### config.mk
export PLATFORM = sky130hd
export DESIGN_NAME = pipeline_ctrl
export DESIGN_NICKNAME = d
export VERILOG_FILES = /design/src/rtl/pipeline_ctrl.sv
export SDC_FILE = /design/constraint.sdc
export NUM_CORES = 1
export LEC_CHECK = 0
export CORE_ASPECT_RATIO = 0.9
export CORE_MARGIN = 4
export CORE_UTILIZATION = 39
export CTS_CLUSTER_DIAMETER = 60
export DETAILED_ROUTE_END_ITERATION = 6
export GPL_TIMING_DRIVEN = 0
export PLACE_DENSITY = 0.87
export SLEW_MARGIN = 25
export SYNTH_ARGS = -nofsm -noshare
export SYNTH_HDL_FRONTEND = slang
export SYNTH_SLANG_ARGS = --single-unit
### constraint.sdc
create_clock -name clk -period 3.2 [get_ports clk]
set_input_delay 0.8 -clock clk [delete_from_list [all_inputs] [get_ports clk]]
set_output_delay 0.8 -clock clk [all_outputs]
set_load 0.05 [all_outputs]
### src/rtl/pipeline_ctrl.sv
// Pipeline control: per-stage stall generation, multi-cycle exception flush,
// and a valid/ready redirect of the exception/ERET target to fetch.
module pipeline_ctrl #(
    parameter int STAGES       = 4,
    parameter int ADDR_W       = 32,
    parameter int EXC_W        = 32,
    parameter int FLUSH_CYCLES = 1,
    parameter int CNT_W        = 32
) (
    input  logic              clk,
    input  logic              resetn,
    input  logic [STAGES-1:0] stall_req,
    input  logic [EXC_W-1:0]  exception_type_i,
    input  logic [ADDR_W-1:0] latest_cp0_reg_epc,
    input  logic [ADDR_W-1:0] latest_cp0_reg_ebase,
    input  logic              fetch_ready,
    output logic [STAGES-1:0] stall,
    output logic              flush,
    output logic              redirect_valid,
    output logic [ADDR_W-1:0] redirect_pc,
    output logic [CNT_W-1:0]  stall_cnt
);

    localparam logic [EXC_W-1:0] EXC_INT       = EXC_W'(32'h0000_0001);
    localparam logic [EXC_W-1:0] EXC_ADEL      = EXC_W'(32'h0000_0004);
    localparam logic [EXC_W-1:0] EXC_ADES      = EXC_W'(32'h0000_0005);
    localparam logic [EXC_W-1:0] EXC_SYS       = EXC_W'(32'h0000_0008);
    localparam logic [EXC_W-1:0] EXC_BREAK     = EXC_W'(32'h0000_0009);
    localparam logic [EXC_W-1:0] EXC_INSTVALID = EXC_W'(32'h0000_000a);
    localparam logic [EXC_W-1:0] EXC_OV        = EXC_W'(32'h0000_000c);
    localparam logic [EXC_W-1:0] EXC_ERET      = EXC_W'(32'h0000_000e);

    // The IDLE cycle accounts for one flush cycle, hence the -2 preload.
    localparam logic [3:0] FLUSH_LOAD = (FLUSH_CYCLES > 1) ? 4'(FLUSH_CYCLES - 2) : 4'd0;

    typedef enum logic [1:0] {
        ST_IDLE     = 2'd0,
        ST_FLUSH    = 2'd1,
        ST_REDIRECT = 2'd2
    } state_t;

    state_t              r_state;
    state_t              w_next_state;
    logic [3:0]          r_flush_cnt;
    logic [ADDR_W-1:0]   r_redirect_pc;
    logic                r_redirect_valid;
    logic [CNT_W-1:0]    r_stall_cnt;
    logic                w_exc;
    logic [STAGES-1:0]   w_stall_mask;
    logic [ADDR_W-1:0]   w_target;
    logic                w_cnt_inc;

    // A stall at stage k must also hold every younger stage below it.
    function automatic logic [STAGES-1:0] stall_mask(input logic [STAGES-1:0] req);
        logic [STAGES-1:0] m;
        logic              acc;
        m   = '0;
        acc = 1'b0;
        for (int i = STAGES - 1; i >= 0; i--) begin
            acc  = acc | req[i];
            m[i] = acc;
        end
        return m;
    endfunction

    function automatic logic [ADDR_W-1:0] exc_target(input logic [EXC_W-1:0] code,
                                                     input logic [ADDR_W-1:0] epc,
                                                     input logic [ADDR_W-1:0] ebase);
        logic [ADDR_W-1:0] t;
        t = '0;
        case (code)
            EXC_INT, EXC_ADEL, EXC_ADES, EXC_SYS,
            EXC_BREAK, EXC_INSTVALID, EXC_OV: t = ebase;
            EXC_ERET:                          t = epc;
            default:                           t = '0;
        endcase
        return t;
    endfunction

    function automatic logic [CNT_W-1:0] sat_inc(input logic [CNT_W-1:0] v);
        return (v == {CNT_W{1'b1}}) ? v : v + 1'b1;
    endfunction

    assign w_exc        = (exception_type_i != '0);
    assign w_stall_mask = stall_mask(stall_req);
    assign w_target     = exc_target(exception_type_i, latest_cp0_reg_epc, latest_cp0_reg_ebase);

    always_comb begin
        w_next_state = r_state;
        stall        = '0;
        flush        = 1'b0;
        w_cnt_inc    = 1'b0;
        if (resetn) begin
            case (r_state)
                ST_IDLE: begin
                    if (w_exc) begin
                        flush        = 1'b1;
                        w_next_state = (FLUSH_CYCLES == 1) ? ST_REDIRECT : ST_FLUSH;
                    end else begin
                        stall     = w_stall_mask;
                        w_cnt_inc = (w_stall_mask != '0);
                    end
                end
                ST_FLUSH: begin
                    flush = 1'b1;
                    if (r_flush_cnt == 4'd0) begin
                        w_next_state = ST_REDIRECT;
                    end
                end
                ST_REDIRECT: begin
                    stall = '1;
                    if (fetch_ready) begin
                        w_next_state = ST_IDLE;
                    end
                end
                default: w_next_state = ST_IDLE;
            endcase
        end
    end

    always_ff @(posedge clk) begin
        if (!resetn) begin
            r_state          <= ST_IDLE;
            r_flush_cnt      <= 4'd0;
            r_redirect_pc    <= '0;
            r_redirect_valid <= 1'b0;
            r_stall_cnt      <= '0;
        end else begin
            r_state <= w_next_state;
            if (w_cnt_inc) begin
                r_stall_cnt <= sat_inc(r_stall_cnt);
            end
            case (r_state)
                ST_IDLE: begin
                    if (w_exc) begin
                        r_redirect_pc <= w_target;
                        r_flush_cnt   <= FLUSH_LOAD;
                        if (FLUSH_CYCLES == 1) begin
                            r_redirect_valid <= 1'b1;
                        end
                    end
                end
                ST_FLUSH: begin
                    if (r_flush_cnt == 4'd0) begin
                        r_redirect_valid <= 1'b1;
                    end else begin
                        r_flush_cnt <= r_flush_cnt - 4'd1;
                    end
                end
                ST_REDIRECT: begin
                    if (fetch_ready) begin
                        r_redirect_valid <= 1'b0;
                    end
                end
                default: r_redirect_valid <= 1'b0;
            endcase
        end
    end

    assign redirect_valid = r_redirect_valid;
    assign redirect_pc    = r_redirect_pc;
    assign stall_cnt      = r_stall_cnt;

endmodule
# ---- Yosys cells after proc, flatten, opt, wreduce, memory -nomap -nowiden
# Index checks and enable logic that the tools add are counted.
dict set report op_classes {
  n_addsub 2
  n_eq_ne 15
  mux 21
  bitwise 4
  n_reduce_logical 10
}
# operator count
set ops {}
lappend ops {{32-bit by 4-bit == test with 1-bit output (second input constant)} 5}
lappend ops {{32-bit by 3-bit == test with 1-bit output (second input constant)} 2}
lappend ops {{32-bit one-hot mux with 2 select lines} 1}
lappend ops {{32-bit by 1-bit adder with 32-bit output (second input constant)} 1}
lappend ops {{32-bit by 1-bit == test with 1-bit output (second input constant)} 1}
lappend ops {{32-bit == test (second input constant)} 1}
lappend ops {{32-bit nonzero test} 1}
lappend ops {{4-bit two-way mux} 4}
lappend ops {{4-bit one-hot mux with 2 select lines} 2}
lappend ops {{1-bit two-way mux} 8}
lappend ops {{2-bit inequality test (second input constant)} 4}
lappend ops {{7-bit OR reduction} 1}
lappend ops {{2-bit two-way mux} 3}
lappend ops {{2-bit one-hot mux with 3 select lines} 1}
lappend ops {{3-bit AND reduction} 2}
lappend ops {{4-bit zero test} 1}
lappend ops {{2-bit AND reduction} 2}
lappend ops {{4-bit nonzero test} 1}
lappend ops {{4-bit by 1-bit subtractor with 4-bit output (second input constant)} 1}
lappend ops {{1-bit OR} 3}
lappend ops {{1-bit one-hot mux with 3 select lines} 1}
lappend ops {{2-bit by 1-bit == test with 1-bit output (second input constant)} 1}
lappend ops {{2-bit == test (second input constant)} 1}
lappend ops {{2-bit zero test} 1}
lappend ops {{other kinds (3)} 3}
dict set report word_totals {
  register_bits 71
  in_bits 103
  output_inout_bits 70
  word_cells 57
}

# ---- Logic depth before layout (Yosys ltp)
# Gate-level depths: netlist of run 1.
dict set report depth {
  word_depth 8
  ltp_mapped 8
  mapped_depth_nobuf 6
}

# ---- Worst setup path after synthesis of run 1
# No wires, ideal clock.
dict set report synth_timing {
  path_kind {input-to-output}
  startpoint {in exception_type_i[18]}
  endpoint {out stall[1]}
  arrival_ps 2755
  required_time_ps 2400
  slack_ps -355
  stages 7
  n_path_buf 1
  cell_sequence {nor4_1 nand4_1 nor2_1 a21oi_1 clkbuf_1 nand2b_1 a21oi_1}
}
dict set report synth_between {
  elab_chain_len 4
}
# element line_no
set synth_lines {}
lappend synth_lines {{start: declaration} 13} ;# input logic [EXC_W-1:0] exception_type_i,
lappend synth_lines {{32-bit nonzero test} 84} ;# assign w_exc = (exception_type_i != '0);
lappend synth_lines {{4-bit two-way mux} 96} ;# if (w_exc) begin
lappend synth_lines {{4-bit one-hot mux with 2 select lines} 94} ;# case (r_state)
lappend synth_lines {{4-bit two-way mux} 93} ;# if (resetn) begin
lappend synth_lines {{end: declaration} 17} ;# output logic [STAGES-1:0] stall,
# Every way passes these cells.

# ---- Final worst setup path of run 1
dict set report layout_timing {
  startpoint {in exception_type_i[12]}
  endpoint {reg r_redirect_pc[1], in the netlist redirect_pc[1]}
}
dict set report layout_between {
  elab_chain_len 3
  word_cells_on_any_way 12
  cone_classes {eq/ne (8); mux (1); reduce/logical (3)}
}
# element line_no
set layout_lines {}
lappend layout_lines {{32-bit by 1-bit == test with 1-bit output, or another cell as far along} 71} ;# case (code)
lappend layout_lines {{7-bit OR reduction} 71}
lappend layout_lines {{32-bit one-hot mux with 2 select lines} 71}
lappend layout_lines {{end signal: assignment} 136} ;# r_redirect_pc <= w_target;
lappend layout_lines {{end: declaration} 45} ;# logic [ADDR_W-1:0] r_redirect_pc;
# Several ways; a longest one is shown, not always the timed one.
# A chain may end at the register's enable or synchronous reset.

==> key figures, run 1 <==
GRT
  – First-pass GRT wire length: 17.82 mm
  – Total Routing Usage GR: 23.36%
  – Vias in the first global route: 3710
  – GRT overflow: 0
  – Largest net degree at the start of global routing: 12
  – Initial antenna violation count: 0

Power
  – Total power: 1.885 mW
  – Clk network pwr share: 35.5%
  – Switching power: 529.2 µW
  – Maximum vdd drop: 0.2658 mV
  – Sw Share: 28.07%
  – Logic pwr share: 19.5%
  – Reg power frac: 44.9%
  – Leak: 1.849 nW
  – P_int: 1.356 mW
  – Pwr per Cell Area: 350.5 nW/µm²

Synthesis
  – Warning count from the yosys run: 0
  – FFs w/ async S/R, synth: 0%
  – Most numerous cell in the Yosys netlist: dfxtp_1
  – Top post-synthesis cells by count: dfxtp_1 (65), a21oi_1 (35), o21ai_0 (34)
  – Main flop type after synthesis: dfxtp_1
  – Sequential area share after synthesis: 41.42%
  – Share of Yosys cell area claimed by the top area cell type: 41.42%
  – Flops & latches, synth: 65
  – Post-Synthesis Cells: 367
  – Synth top area cells: dfxtp_1 (41%), a22oi_1 (7.6%), a21oi_1 (5.6%)
  – Number of synthesized flops with an enable pin: 0
  – Syn nets: 471
  – Distinct cells, synth: 42
  – Mean Syn Cell Area: 8.561 µm²
  – Mapped Area: 3142 µm²
  – Largest area contributor in the netlist: dfxtp_1

Worst setup path
  – Crit path cell chain: dlygate4sd2_1 > nor4_2 > nand4_1 > nor2_4 > buf_6 > buf_4 > buf_4 > buf_4 > buf_4 > buf_4 > buf_4 > buf_4 > buf_4 > buf_4 > and4_4 > buf_4 > a22oi_2 > a21oi_2
  – Endpoint class of the critical path: flip-flop
  – Critical path peak fanout: 10
  – Crit-path max cell delay: 0.25 ns
  – Crit path max-delay cell type: nand4_1
  – WS Path Type: input port to flip-flop
  – Worst EP arrival: 3.42 ns
  – Startpoint Class: input port
  – Cell family with most CP delay: buffers and inverters
  – CP required: 3.46 ns
  – Buffers and inverters on the worst path: 12
  – Most common cell on crit path: buf_4

Detailed routing
  – Routed vias/inst: 5.507
  – Antenna-violating nets left: 0
  – Drt initial violations: 111
  – DRT Pass-1 Iters: 5
  – Drc violations: 0
  – Vias: 3673
  – WL final: 11.33 mm
  – DR WL/cell: 16.99 µm

Finish
  – Multi-input logic area: 1783 µm²
  – Filler cells: 575
  – Antenna Diode Count: 0
  – Share of layout cells above drive strength 1: 11.91%
  – Final nets: 671
  – Register area: 1301 µm²
  – Area Overhead vs Synth: 71.21%
  – Final Core Density: 69.90%

CTS
  – Clock root buffer: clkbuf_8
  – CTS Buffer Depth: 2
  – CTS tree: done
  – Clock latency on the worst-skew pair: 0.33 ns
  – H-Tree Depth: 3
  – CTS buffer count: 9
  – CTS hold repair buffers: 0
  – CTS Sinks: 65
  – Clk slew on worst S/H paths: 0.07 ns

Floorplan
  – # rows: 30
  – Die X: 102.6 µm
  – Die Ht: 93.15 µm
  – Initial core utilization: 40.83%
  – Ports: 173
  – Area of the die: 9558 µm²
  – Core area: 7695 µm²

Placed design
  – # port buffers: 172
  – Hpwl dp: 8.555 mm
  – Routability Congestion: 0.7979

Min path
  – Hold Crit Class: flip-flop to flip-flop

Timing
  – Final setup viols: 0
  – Clock skew: 0.009325 ns
  – Max frequency: 0.3163 GHz
  – Worst Tran Pin Value: 0.6665 ns
  – Count of final hold-check violations: 0
  – Min Tclk post-route: 3.161 ns
  – Final Max Tran Viols: 0
  – Relative max-transition margin: 55.22%
  – Period utilization: 98.80%

Run
  – Max Cap Viol: 0

Run status
  – Status: finished, final reports clean
cell families after synthesis:
family	Yosys count	synth area share, %
AOI/OAI and AO/OA	124	23.89
buffers and inverters	33	4.699
and+or+nand+nor	123	23.66
muxes	2	0.6372
adders and majority gates	1	0.3982
xor gates and xnor gates	19	5.297
DFF	65	41.42
flip-flops by register name, summed over array words and instances (netlist names):
signal,flops
redirect_pc,32
stall_cnt,32
redirect_valid,1
worst paths after layout:
check,from,slack (ns),cells past startpoint,end
worst min-delay path,stall_cnt[23],0.51,2,stall_cnt[23]
worst max register to register,stall_cnt[13],0.75,7,stall_cnt[8]
worst min register to register,stall_cnt[23],0.51,2,stall_cnt[23]
worst max-delay path,exception_type_i[12],0.04,18,redirect_pc[1]
routing by layer:
layer  global-route usage [%]  vias up  routed length [µm]
met3                    7.233       26                 849
met5                        0        -                   0
met2                    42.26      140                5920
met4                    7.978        0                 287
li1                         -     1770                   -
met1                    25.43     1737                4274
placed cells by master, fill, tap and decap left out, types with 5 or more instances in the layout:
cell type        instances
a21boi_1                 6
a21oi_1                 32
a22oi_1                 31
and2_1                  19
buf_4                   20
buf_6                    7
clkbuf_1                15
clkbuf_8                 9
clkdlybuf4s15_1         10
clkdlybuf4s50_1        139
dfxtp_1                 65
dlygate4sd2_1           16
inv_1                    7
nand2_1                 16
nand3_1                 15
nand4_1                 15
nor2_1                   7
nor3_1                   7
nor4_2                   6
o21ai_0                 34
or3_1                    6
or4_1                    5
xnor2_1                 19
tightest hold or removal path, stage by stage, from the launching register on:
cell and delay [ns]:
dfxtp_1 0.34, nand2_1 0.06, mux2i_1 0.06
stage by stage:
stage | setup WS, ns | TNS, ns | cell area, µm² | hold WS (ns) | cells
global placement | -1.320 | -5.779 | 4992 | 0.4786 | 635
global route | -0.05453 | -0.8142 | 5379 | 0.5438 | 667
floorplan | -0.08179 | -0.2183 | 3151 | 0.6850 | 367
detailed placement | -1.296 | -6.545 | 4992 | 0.4964 | 635
CTS | 0.002587 | 0 | 5310 | 0.5061 | 665
finish | 0.03853 | 0 | 5379 | 0.5059 | 667
power groups by stage:
| stage | Sequential (mW) | Clock (mW) | Combinational, mW |
|---|---|---|---|
| floorplan | 0.946 | 0 | 0.0726 |
| global placement | 0.864 | 0 | 0.357 |
| detailed placement | 0.865 | 0 | 0.363 |
| CTS | 0.847 | 0.679 | 0.362 |
| global route | 0.850 | 0.704 | 0.387 |
| finish | 0.848 | 0.670 | 0.368 |
area by class of cell:
| type | count | share of cell area (%) |
|---|---|---|
| Timing Repair Buffer | 191 | 34.17 |
| Multi-Input combinational cell | 269 | 33.15 |
| Sequential cell | 65 | 24.19 |
| Buffer | 24 | 2.349 |
| Clock buffer | 9 | 2.303 |
| Tap cell | 96 | 2.233 |
| Clock inverter | 6 | 1.117 |
| Inverter | 7 | 0.4885 |
repair_timing:
action,CTS,global route
pin swaps,11,17
setup endpoints to repair,5,35
hold endpoints to repair,0,0
gates resized for setup,68,33
setup buffers,16,3
Power figures use the tool's default switching activity.
==> inputs of run 2 (changes only) <==
--- a/config.mk
+++ b/config.mk
@@ -12,7 +12,8 @@
 export DETAILED_ROUTE_END_ITERATION = 6
 export GPL_TIMING_DRIVEN = 0
 export PLACE_DENSITY = 0.87
-export SLEW_MARGIN = 25
+export SLEW_MARGIN = 20
 export SYNTH_ARGS = -nofsm -noshare
 export SYNTH_HDL_FRONTEND = slang
 export SYNTH_SLANG_ARGS = --single-unit
+export TNS_END_PERCENT = 1
==> run 2 against run 1 <==
Effect of this change: core utilization is 0.065 points lower; wire length is 0.44% lower; setup slack better by 0.0074 ns; flip-flop and latch count is the same; critical path depth is the same; maximum frequency increased by 0.24%; final cell count shrank 0.15%; worst hold slack gained 0.0039 ns; largest power group unchanged; highest routed layer unchanged.
==> key figures, run 2 (same netlist as run 1, synthesis figures left out) <==
Power
  – Total power: 1.884 mW (about the same)
  – Maximum vdd drop: 0.2654 mV (-0.15%)
  – Logic pwr share: 19.5% (about the same)
  – Pwr per Cell Area: 350.6 nW/µm² (about the same)
  – Switching power: 528.7 µW (-0.10%)
  – Sw Share: 28.06% (about the same)
  – Clk network pwr share: 35.5% (about the same)
  – Reg power frac: 45.0% (about the same)
  – P_int: 1.355 mW (about the same)
  – Leak: 1.863 nW (+0.77%)

Worst setup path
  – Worst EP arrival: 3.41 ns (about the same)
  – Crit-path max cell delay: 0.25 ns (about the same)
  – R2R Path End: stall_cnt[8]
  – CP Capture Point: redirect_pc[1]
  – Buffers and inverters on the worst path: 12 (unchanged)
  – Crit path cell chain: dlygate4sd2_1 > nor4_2 > nand4_1 > nor2_4 > buf_6 > buf_4 > buf_4 > buf_4 > buf_4 > buf_4 > buf_4 > buf_4 > buf_4 > buf_4 > and4_4 > buf_4 > a22oi_2 > a21oi_2
  – CP required: 3.46 ns (about the same)
  – Most common cell on crit path: buf_4
  – Reg-to-Reg Start: stall_cnt[13]
  – Cell family with most CP delay: buffers and inverters
  – Stages on worst setup path: 18 (unchanged)
  – Reg2Reg Depth: 7 (unchanged)
  – WS Path Type: input port to flip-flop
  – Endpoint class of the critical path: flip-flop
  – Startpoint Class: input port
  – Crit path launch: exception_type_i[19]
  – Crit path max-delay cell type: nand4_1
  – Flop2flop setup slack: 0.76 ns (about the same)
  – Critical path peak fanout: 10 (unchanged)

CTS
  – CTS Buffer Depth: 2 (unchanged)
  – CTS Sinks: 65 (unchanged)
  – Clk slew on worst S/H paths: 0.07 ns (about the same)
  – Clock root buffer: clkbuf_8
  – Clock latency on the worst-skew pair: 0.33 ns (about the same)
  – CTS buffer count: 9 (unchanged)
  – CTS tree: done
  – H-Tree Depth: 3 (unchanged)
  – CTS hold repair buffers: 0 (unchanged)

Placed design
  – # port buffers: 172 (unchanged)
  – Placed Area: 4992 µm² (unchanged)
  – Hpwl dp: 8.555 mm (unchanged)
  – Routability Congestion: 0.7979 (unchanged)

Timing
  – Clock skew: 0.008699 ns (-0.0006262 ns)
  – Final Max Tran Viols: 0 (unchanged)
  – RSZ-0062 raised after global routing: yes
  – Final setup TNS: 0 ns (unchanged)
  – Max frequency: 0.3171 GHz (+0.24%)
  – Worst Tran Pin Value: 0.6700 ns (+0.003495 ns)
  – Period utilization: 98.56% (-0.23 points)
  – Relative max-transition margin: 54.99% (-0.23 points)
  – Min Tclk post-route: 3.154 ns (-0.007418 ns)
  – Worst hold margin: 0.5098 ns (+0.003928 ns)
  – Count of final hold-check violations: 0 (unchanged)
  – Final setup viols: 0 (unchanged)

Detailed routing
  – DRT Pass-1 Iters: 6 (+1)
  – Drc violations: 0 (unchanged)
  – Routed vias/inst: 5.474 (-0.59%)
  – Vias: 3646 (-0.74%)
  – WL final: 11.28 mm (-0.44%)
  – DR WL/cell: 16.94 µm (-0.29%)
  – Antenna-violating nets left: 0 (unchanged)
  – Drt initial violations: 108 (-2.7%)

Floorplan
  – Ports: 173 (unchanged)
  – Core area: 7695 µm² (unchanged)
  – Die Ht: 93.15 µm (unchanged)
  – Die X: 102.6 µm (unchanged)
  – Initial core utilization: 40.83% (unchanged)
  – Area of the die: 9558 µm² (unchanged)
  – # rows: 30 (unchanged)

Finish
  – Final nets: 670 (-0.15%)
  – Design area: 5374 µm² (about the same)
  – Area Overhead vs Synth: 71.05% (about the same)
  – Most frequent cells in the layout: clkdlybuf4s50_1 (137), dfxtp_1 (65), o21ai_0 (34)
  – Share of layout cells above drive strength 1: 11.75% (-0.15 points)
  – Commonest non-fill, non-tap cell in the layout: clkdlybuf4s50_1
  – Antenna Diode Count: 0 (unchanged)

Run
  – Max Cap Viol: 0 (unchanged)

GRT
  – Initial antenna violation count: 0 (unchanged)
  – Total Routing Usage GR: 23.36% (unchanged)
  – GRT overflow: 0 (unchanged)
  – Largest net degree at the start of global routing: 12 (unchanged)
  – First-pass GRT wire length: 17.82 mm (unchanged)
  – Vias in the first global route: 3710 (unchanged)

Run status
  – Status: finished, final reports clean

Min path
  – Hold Crit Class: flip-flop to flip-flop
[run 2: changes by cell type in the layout (fill, tap and decap cells not counted), sizes merged]
cell,change
clkdlybuf4s50,-2
clkdlybuf4s15,-2
dlymetal6s2s,+2
buf,-1
dlygate4sd2,+2
[run 2: worst min-delay path by stage]
stage	startpoint	end	cells after the start
after global routing	stall_cnt[27]	stall_cnt[27]	2
final	stall_cnt[23]	stall_cnt[23]	2
after global placement	stall_cnt[27]	stall_cnt[27]	2
after floorplan	stall_cnt[27]	stall_cnt[27]	2
after CTS	stall_cnt[23]	stall_cnt[23]	2
after detailed placement	stall_cnt[23]	stall_cnt[23]	2
[run 2: power groups by stage]
stage	Combinational, mW	Clock (mW)	Sequential [mW]
floorplan	0.0726	0	0.946
global placement	0.357	0	0.864
detailed placement	0.363	0	0.865
CTS	0.362	0.679	0.847
global route	0.385	0.704	0.850
finish	0.367	0.669	0.848
[run 2: layout make-up]
type	instances	area [µm²]
Sequential cell	65	1301
Tap cell	96	120.1
Clock buffer	9	123.9
Timing Repair Buffer	190	1833
Clock inverter	6	60.06
Multi-Input combinational cell	269	1783
Buffer	24	126.4
Fill cell	577	2321
Inverter	7	26.28
[run 2: stage by stage]
step                util [%]  std cells  setup slack, ns
floorplan                  -        367         -0.08179
global placement       64.88        635           -1.320
detailed placement     64.88        635           -1.296
CTS                    69.01        665         0.002587
global route           69.84        666         -0.05573
finish                 69.84        666          0.04595
[run 2: metal layers]
layer	global-route usage [%]	wire length [µm]
met4	7.978	220
met2	42.26	5955
met3	7.233	831
met5	0	0
met1	25.43	4273
[run 2: worst register-to-register path: stages (launching register included)]
cell      delay, ns
dfxtp_1        0.43
nand4_1        0.14
clkbuf_1       0.22
nor3_1         0.48
nand3_1        0.36
o211ai_1       0.44
xnor2_1        0.11
and2_1         0.16
[run 2: timing repair]
| action | CTS | global route |
|---|---|---|
| resized for setup | 68 | 33 |
| buffers inserted | 16 | 2 |
| pin swaps | 11 | 17 |
| setup endpoints to repair | 5 | 35 |
| gates cloned | 0 | 0 |
==> inputs of run 3 (changes only) <==
--- a/config.mk
+++ b/config.mk
@@ -11,7 +11,7 @@
 export CTS_CLUSTER_DIAMETER = 60
 export DETAILED_ROUTE_END_ITERATION = 6
 export GPL_TIMING_DRIVEN = 0
-export PLACE_DENSITY = 0.87
+export PLACE_DENSITY = 0.81
 export SLEW_MARGIN = 20
 export SYNTH_ARGS = -nofsm -noshare
 export SYNTH_HDL_FRONTEND = slang
==> run 3 against run 2 <==
Effect of this change: clock power increased by 5.8%; core utilization decreased by 1.3 points; design area decreased by 1.9%; via count decreased by 1.0%; wire length decreased by 2.1%.
==> key figures, run 3 (same netlist as run 1, synthesis figures left out) <==
Timing
  – Worst hold margin: 0.4994 ns (-0.01043 ns)
  – Relative max-transition margin: 44.39% (-11 points)
  – Period utilization: 96.91% (-1.7 points)
  – RSZ-0062 raised after global routing: no
  – Count of final hold-check violations: 0 (unchanged)
  – Max frequency: 0.3225 GHz (+1.7%)
  – Final Max Tran Viols: 0 (unchanged)
  – Clock skew: 0.007810 ns (-0.0008897 ns)
  – Final setup viols: 0 (unchanged)
  – Worst Tran Pin Value: 0.8277 ns (+0.1577 ns)
  – Min Tclk post-route: 3.101 ns (-0.05283 ns)

Detailed routing
  – DRT Pass-1 Iters: 4 (-2)
  – Vias: 3609 (-1.0%)
  – DR WL/cell: 16.79 µm (-0.88%)
  – Routed vias/inst: 5.485 (+0.19%)
  – WL final: 11.05 mm (-2.1%)
  – Antenna-violating nets left: 0 (unchanged)
  – Drc violations: 0 (unchanged)
  – Drt initial violations: 128 (+19%)

CTS
  – CTS Sinks: 65 (unchanged)
  – H-Tree Depth: 3 (unchanged)
  – Clock root buffer: clkbuf_8
  – CTS buffer count: 9 (unchanged)
  – Clock latency on the worst-skew pair: 0.34 ns (about the same)
  – Clk slew on worst S/H paths: 0.07 ns (about the same)
  – CTS tree: done
  – CTS Buffer Depth: 2 (unchanged)
  – CTS hold repair buffers: 0 (unchanged)

Floorplan
  – Initial core utilization: 40.83% (unchanged)
  – Ports: 173 (unchanged)
  – Core area: 7695 µm² (unchanged)
  – Die X: 102.6 µm (unchanged)
  – # rows: 30 (unchanged)
  – Die Ht: 93.15 µm (unchanged)
  – Area of the die: 9558 µm² (unchanged)

Finish
  – Multi-input logic area: 1762 µm² (-1.2%)
  – Share of layout cells above drive strength 1: 8.913% (-2.8 points)
  – Commonest non-fill, non-tap cell in the layout: clkdlybuf4s50_1
  – Area Overhead vs Synth: 67.82%
  – Filler cells: 664 (+15%)
  – Layout Cells excl Fill: 658 (-1.2%)
  – Most frequent cells in the layout: clkdlybuf4s50_1 (138), dfxtp_1 (65), o21ai_0 (34)
  – Register area: 1301 µm² (unchanged)
  – Final nets: 661 (-1.3%)

Power
  – Total power: 1.915 mW (+1.7%)
  – Leak: 1.820 nW (-2.3%)
  – Maximum vdd drop: 0.2351 mV (-11%)
  – Pwr per Cell Area: 363.3 nW/µm² (+3.6%)

GRT
  – Initial antenna violation count: 1 (+1)
  – Largest net degree at the start of global routing: 11 (-1)
  – GRT overflow: 0 (unchanged)
  – Total Routing Usage GR: 23.16% (-0.20 points)
  – Vias in the first global route: 3688 (-0.59%)
  – First-pass GRT wire length: 17.51 mm (-1.7%)

Placed design
  – # port buffers: 172 (unchanged)
  – Hpwl dp: 8.511 mm (-0.51%)
  – Number of instances in the placed design: 635 (unchanged)
  – Routability Congestion: 0.8344 (+4.6%)

Worst setup path
  – Startpoint Class: input port
  – Worst EP arrival: 2.30 ns (-1.11 ns)
  – Critical path peak fanout: 4 (-6)
  – WS Path Type: input port to output port
  – Endpoint class of the critical path: output port
  – CP required: 2.40 ns (-1.06 ns)

Run status
  – Status: finished, final reports clean

Run
  – Max Cap Viol: 0 (unchanged)

Min path
  – Hold Crit Class: flip-flop to flip-flop
[run 3: cell types whose count changed in the layout (fill, tap and decap cells not counted), sizes merged]
cell | previous run | this run
clkinvlp | 2 | 0
clkinv | 3 | 2
clkdlybuf4s15 | 8 | 0
clkbuf | 28 | 30
diode | 0 | 1
buf | 30 | 19
dlygate4sd2 | 18 | 29
clkdlybuf4s50 | 137 | 138
dlymetal6s2s | 2 | 1
[run 3: final timing paths]
kind	start	to	slack [ns]	cells after the start
setup / recovery	exception_type_i[3]	flush	0.1	5
hold / removal	stall_cnt[31]	stall_cnt[31]	0.50	1
setup reg to reg	stall_cnt[13]	stall_cnt[30]	0.80	7
hold reg to reg	stall_cnt[31]	stall_cnt[31]	0.50	1
[run 3: routing by layer]
| layer | GRT usage, % | wire, µm | vias to the layer above |
|---|---|---|---|
| met3 | 9.471 | 1120 | 25 |
| met5 | 0 | 0 | - |
| met2 | 39.41 | 5505 | 142 |
| met1 | 26.10 | 4207 | 1690 |
| met4 | 7.432 | 214 | 0 |
| li1 | - | - | 1752 |
[run 3: where the power goes]
group          internal (mW)  total [mW]  switching [mW]
registers              0.833       0.847          0.0138
logic                  0.169       0.361           0.192
clock network          0.396       0.708           0.312
total                   1.40        1.92           0.518
[run 3: timing repair]
item	4_1_cts	5_1_grt
resized for setup	63	7
setup buffers	6	2
pin swaps	12	6
endpoints found under the setup margin	5	5
gates cloned	0	0
[run 3: final cells by class]
type | instances | share of cell area (%)
multi-input combinational | 269 | 33.41
timing repair buffer | 180 | 33.13
sequential | 65 | 24.68
clock buffer | 12 | 2.943
tap | 96 | 2.278
buffer | 25 | 2.254
clock inverter | 3 | 0.7594
inverter | 7 | 0.4983
antenna | 1 | 0.04746
[run 3: through the flow]
step	TNS, ns	utilization, %	instance area [µm²]	setup WS, ns
after floorplan	-0.2183	-	3151	-0.08179
after global placement	-6.240	64.88	4992	-1.274
after detailed placement	-9.410	64.88	4992	-1.314
after CTS	0	68.05	5236	0.01051
after global routing	0	68.52	5273	0.006001
final	0	68.52	5273	0.09878
[run 3: critical path, stage by stage]
cell             delay, ns
clkdlybuf4s50_1       0.50
nor4_4                0.34
buf_4                 0.18
a21oi_1               0.05
dlygate4sd2_1         0.43
